--- config.mk ---
export PLATFORM = sky130hd
export DESIGN_NAME = uart_rx_ctrl
export DESIGN_NICKNAME = d
export VERILOG_FILES = /design/src/rtl/uart_rx_ctrl.sv
export SDC_FILE = /design/constraint.sdc
export NUM_CORES = 1
export LEC_CHECK = 0
export ABC_AREA = 1
export BUFFER_PORTS_ARGS = -buffer_cell sky130_fd_sc_hd__buf_2
export CORE_UTILIZATION = 45
export CTS_CLUSTER_SIZE = 8
export DETAILED_ROUTE_END_ITERATION = 10
export GPL_TIMING_DRIVEN = 0
export PLACE_DENSITY_LB_ADDON = 0.1
export SLEW_MARGIN = 10
export SYNTH_ARGS = -nofsm -noshare
export SYNTH_HDL_FRONTEND = slang
export SYNTH_SLANG_ARGS = --single-unit
export TNS_END_PERCENT = 5
--- constraint.sdc ---
create_clock -name i_clk -period 1.59 [get_ports i_clk]
set_clock_uncertainty 0.2 [all_clocks]
set_input_delay 0.318 -clock i_clk [delete_from_list [all_inputs] [get_ports i_clk]]
set_output_delay 0.318 -clock i_clk [all_outputs]
set_load 0.05 [all_outputs]
--- src/rtl/uart_rx_ctrl.sv ---
// UART receive sequencer: synchronises the line, finds the start bit and
// times mid-bit sample strobes for the RX data-collect register.
module uart_rx_ctrl #(
  parameter int OVERSAMPLE = 16,
  parameter int CNT_W      = 4
) (
  input  logic       i_clk,
  input  logic       i_rst_n,
  input  logic       i_rx_serial,
  input  logic       i_baud_tick,
  input  logic       i_rx_en,
  input  logic       i_parity_en,
  input  logic       i_parity_odd,
  input  logic       i_stop2,
  output logic       o_rx_sync,
  output logic [2:0] o_p_state,
  output logic [2:0] o_index_data,
  output logic       o_count_full,
  output logic       o_rx_done,
  output logic       o_parity_err,
  output logic       o_frame_err,
  output logic       o_busy
);

  typedef enum logic [2:0] {
    IDLE     = 3'b000,
    START    = 3'b001,
    RECEIVER = 3'b010,
    PARITY   = 3'b011,
    STOP_I   = 3'b100,
    STOP_II  = 3'b101
  } state_t;

  localparam logic [CNT_W-1:0] HALF_LIMIT = CNT_W'(OVERSAMPLE / 2 - 1);
  localparam logic [CNT_W-1:0] FULL_LIMIT = CNT_W'(OVERSAMPLE - 1);

  state_t           state;
  logic             sync_meta;
  logic             sync_q;
  logic [CNT_W-1:0] cnt;
  logic [CNT_W-1:0] limit;
  logic             count_full;
  logic [2:0]       index;
  logic             par_run;
  logic             cfg_par_en;
  logic             cfg_par_odd;
  logic             cfg_stop2;
  logic             rx_done;
  logic             parity_err;
  logic             frame_err;

  always_ff @(posedge i_clk or negedge i_rst_n) begin
    if (!i_rst_n) begin
      sync_meta <= 1'b1;
      sync_q    <= 1'b1;
    end else begin
      sync_meta <= i_rx_serial;
      sync_q    <= sync_meta;
    end
  end

  // Start bit is sampled at its centre, every later bit one full period on.
  assign limit      = (state == START) ? HALF_LIMIT : FULL_LIMIT;
  assign count_full = i_baud_tick && (cnt == limit) && (state != IDLE);

  always_ff @(posedge i_clk or negedge i_rst_n) begin
    if (!i_rst_n) begin
      state       <= IDLE;
      cnt         <= '0;
      index       <= 3'd0;
      par_run     <= 1'b0;
      cfg_par_en  <= 1'b0;
      cfg_par_odd <= 1'b0;
      cfg_stop2   <= 1'b0;
      rx_done     <= 1'b0;
      parity_err  <= 1'b0;
      frame_err   <= 1'b0;
    end else begin
      rx_done <= 1'b0;
      if (state == IDLE || count_full) begin
        cnt <= '0;
      end else if (i_baud_tick) begin
        cnt <= cnt + CNT_W'(1);
      end

      case (state)
        IDLE: begin
          if (i_rx_en && !sync_q) begin
            state       <= START;
            cfg_par_en  <= i_parity_en;
            cfg_par_odd <= i_parity_odd;
            cfg_stop2   <= i_stop2;
            parity_err  <= 1'b0;
            frame_err   <= 1'b0;
            index       <= 3'd0;
            par_run     <= 1'b0;
          end
        end
        START: begin
          if (count_full) begin
            if (!sync_q) begin
              state <= RECEIVER;
              index <= 3'd0;
            end else begin
              state <= IDLE;
            end
          end
        end
        RECEIVER: begin
          if (count_full) begin
            par_run <= par_run ^ sync_q;
            if (index != 3'd7) begin
              index <= index + 3'd1;
            end else begin
              state <= cfg_par_en ? PARITY : STOP_I;
            end
          end
        end
        PARITY: begin
          if (count_full) begin
            parity_err <= (par_run ^ sync_q) != cfg_par_odd;
            state      <= STOP_I;
          end
        end
        STOP_I: begin
          if (count_full) begin
            frame_err <= ~sync_q;
            if (cfg_stop2) begin
              state <= STOP_II;
            end else begin
              state   <= IDLE;
              rx_done <= 1'b1;
            end
          end
        end
        STOP_II: begin
          if (count_full) begin
            frame_err <= frame_err | ~sync_q;
            state     <= IDLE;
            rx_done   <= 1'b1;
          end
        end
        default: begin
          state <= IDLE;
          cnt   <= '0;
        end
      endcase
    end
  end

  assign o_rx_sync    = sync_q;
  assign o_p_state    = state;
  assign o_index_data = index;
  assign o_count_full = count_full;
  assign o_rx_done    = rx_done;
  assign o_parity_err = parity_err;
  assign o_frame_err  = frame_err;
  assign o_busy       = (state != IDLE);

endmodule

==> impl_metrics.tcl <==
set metrics [dict create \
    grt_pass1_wl_mm 3.90 \
    grt_max_degree 20 \
    synth-edff-count 0 \
    startpoint_type "flop" \
    ys_seq_elements 19 \
    ys.flop_type "dfrtp_1" \
    synthTopCellsByArea "dfrtp_1 (40%), nand2_1 (12%), dfstp_2 (4.9%), inv_1 (4.6%), ha_1 (3.5%)" \
    grt.overflow.total 0 \
    largest_register_ffs 4 \
    nNetsFinal 181 \
    irDropWorstVdd_v 0.000882 \
    cp_max_fo 2 \
    fin_ws_ns -0.438 \
    drt_iter0_drc 5 \
    antenna-diode-count 0 \
    viasPerCell 4.88 \
    crit_type "reg -> out" \
    rows 17 \
    p_switching_mw 1.05 \
    finalPower_mw 2.20 \
    grt_setup_unrepaired "true" \
    intPower_mw 1.15 \
    synth.avg_cell_area_um2 8.29 \
    finalHoldViolations 0 \
    synthCells 129 \
    arrival_ns 1.51 \
    violations "negative setup slack" \
    status "finished with violations" \
    whs_ns 0.00847 \
    ioPinCount 20 \
    synthXorXnorAreaFrac_pct 3.27 \
    fmax_mhz 493 \
    p_comb_share_pct 55.7 \
    seqPwrFrac_pct 32.8 \
    muxShareOfSynthArea_pct 0.936 \
    cpPeakStageDelay_ns 0.38 \
    synth_top_family_by_area "simple AND/OR/NAND/NOR gates" \
    fillers 200 \
    dieArea_um2 2580 \
    cts_buffers 3 \
    min_period_ns 2.03 \
    syn_to_final_growth_pct 35.0 \
    synth_fa_ha_area_share_pct 3.51 \
    worstPathCellList "ha_2 -> nand2_2 -> nor2_4 -> nand3_2 -> buf_8 -> nor2_4 -> buf_8" \
    worst_slew_pin_slew_ns 0.432 \
    die_height_um 50.8 \
    dp_hpwl_mm 1.50 \
    tns_ns -2.67 \
    syn_area_um2 1070 \
    clock-sinks 19 \
    synth_simple_gate_area_share_pct 32.4 \
    regMostFlops "cnt" \
    ant_nets 0 \
    clock_path_buffers 2 \
    cpMaxStageDelayCell "dfrtp_1" \
    antenna_found_initial 0 \
    ys_seq_area_share_pct 44.7 \
    final.period_utilization_pct 128 \
    grtUsageTotal_pct 20.6 \
    seq_area_um2 482 \
    multiInputGateArea_um2 552 \
    cp-end-kind "output port" \
    postLayoutCellArea_um2 1440 \
    yosysMostFrequentCell "nand2_1" \
    wl_per_cell_um 11.6 \
    synth_top_area_share_pct 39.8 \
    relSlewSlack_pct 71.2 \
    die_w_um 50.8 \
    drive_gt1_share_pct 40.8 \
    leakagePower_nw 0.739 \
    finalSetupViolations 15 \
    place.gp.congestion 0.777 \
    vias 961 \
    ys_types 26 \
    synth_compound_area_share_pct 8.19 \
    hold_path_class "in -> reg" \
    syn-num-nets 140 \
    post-route-drc-count 0 \
    placed_area_um2 1210 \
    drt-pass1-iter-count 4 \
    crit_required_ns 1.07 \
    start_util_pct 47.9 \
    grt_pass1_vias 915 \
    wl_mm 2.28 \
    p_clk_share_pct 11.6 \
    switching_share_pct 47.8 \
    io_buffers 19 \
    yosys_warnings 0 \
    core_um2 2230 \
    finalMaxSlewViolations 0 \
    p_per_area_nw_per_um2 1520 \
    async_reset_ff_share_pct 100 \
    cap_viol_max_count 0 \
    ys_top_cells_by_count "nand2_1 (35), dfrtp_1 (17), inv_1 (13)" \
    cts_tree "yes" \
    yosysTopAreaCell "dfrtp_1" \
    clk_pin_slew_ns 0.11 \
    cts.htree.levels 1 \
    clock_latency_ns 0.30 \
    root_buffer "clkbuf_4" \
]
==> repair_timing <==
| item | in CTS | in global routing |
|---|---|---|
| buffers inserted | 13 | 2 |
| hold buffers | 2 | 0 |
| endpoints found under the hold margin | 18 | 0 |
| gates cloned | 0 | 0 |
| gates resized for setup | 16 | 6 |
| pin swaps | 5 | 1 |
| endpoints found under the setup margin | 18 | 22 |
==> placed cells by master, fill, tap and decap left out, types with 5 or more instances in the layout <==
cell,instances
nand3_1,7
nand2_1,33
o21ai_1,5
nand4_1,5
nor2_1,7
nand2_2,5
buf_2,14
buf_4,15
dfrtp_1,14
inv_1,13
==> power by group through the flow <==
stage	Combinational, mW	Sequential (mW)	Clock (mW)
6_report	1.23	0.721	0.255
5_1_grt	1.36	0.738	0.282
3_5_place_dp	0.999	0.749	0
2_1_floorplan	0.667	0.875	0
4_1_cts	1.20	0.715	0.261
3_3_place_gp	0.991	0.746	0
==> final cells by class <==
class | instances | area share [%]
clock buffer | 3 | 1.56
sequential | 19 | 33.4
buffer | 1 | 1.04
timing repair buffer | 36 | 18.5
multi-input combinational | 92 | 38.2
inverter | 17 | 4.59
tap | 28 | 2.43
clock inverter | 1 | 0.347
==> critical path: cells and delay by family (launching register included) <==
| family | cells | cell delay (ns) |
|---|---|---|
| adder cells (fa/ha/maj) | 1 | 0.19 |
| buffers and inverters | 2 | 0.29 |
| flip-flops | 1 | 0.38 |
| AND/OR/NAND/NOR | 4 | 0.34 |
==> cells by family (layout without fill, tap and decap cells) <==
kind of cell | count (synthesis) | in the layout
simple gates | 70 | 70
flops | 19 | 19
buf+inv | 18 | 58
compound gates | 14 | 14
xor+xnor | 4 | 4
fa+ha+maj | 3 | 3
mux | 1 | 1
==> metrics by stage <==
stage	util (%)	instances	setup WS (ns)
finish	64.6	197	-0.438
global route	64.6	197	-0.520
CTS	63.2	195	-0.441
detailed placement	54.2	176	-0.339
global placement	54.2	176	-0.315
floorplan	-	129	-0.309
==> final timing paths <==
check / cells after the start / startpoint / to / slack, ns
max reg2reg: 12 / cnt[0]$_DFFE_PN0P_ / o_index_data[1]$_DFFE_PN0P_ / -0.31
min in group asynchronous: 2 / i_rst_n / cnt[0]$_DFFE_PN0P_ / 0.27
max in group asynchronous: 2 / i_rst_n / sync_meta$_DFF_PN1_ / 0.59
min reg2reg: 0 / sync_meta$_DFF_PN1_ / o_rx_sync$_DFF_PN1_ / 0.16
min: 3 / i_parity_odd / cfg_par_odd$_DFFE_PN0P_ / 0.008
max: 7 / cnt[0]$_DFFE_PN0P_ / o_count_full / -0.44
==> routing by layer <==
layer | GRT usage, % | share of wire, % | routed length, µm | vias to the layer above
met5 | 0 | 0 | 0 | -
met4 | 8.33 | 0.70 | 16 | 0
met3 | 3.64 | 3.0 | 69 | 2
met2 | 33.8 | 48 | 1100 | 21
met1 | 26.8 | 48 | 1090 | 440
li1 | - | - | - | 498
Power figures use the tool's default switching activity.
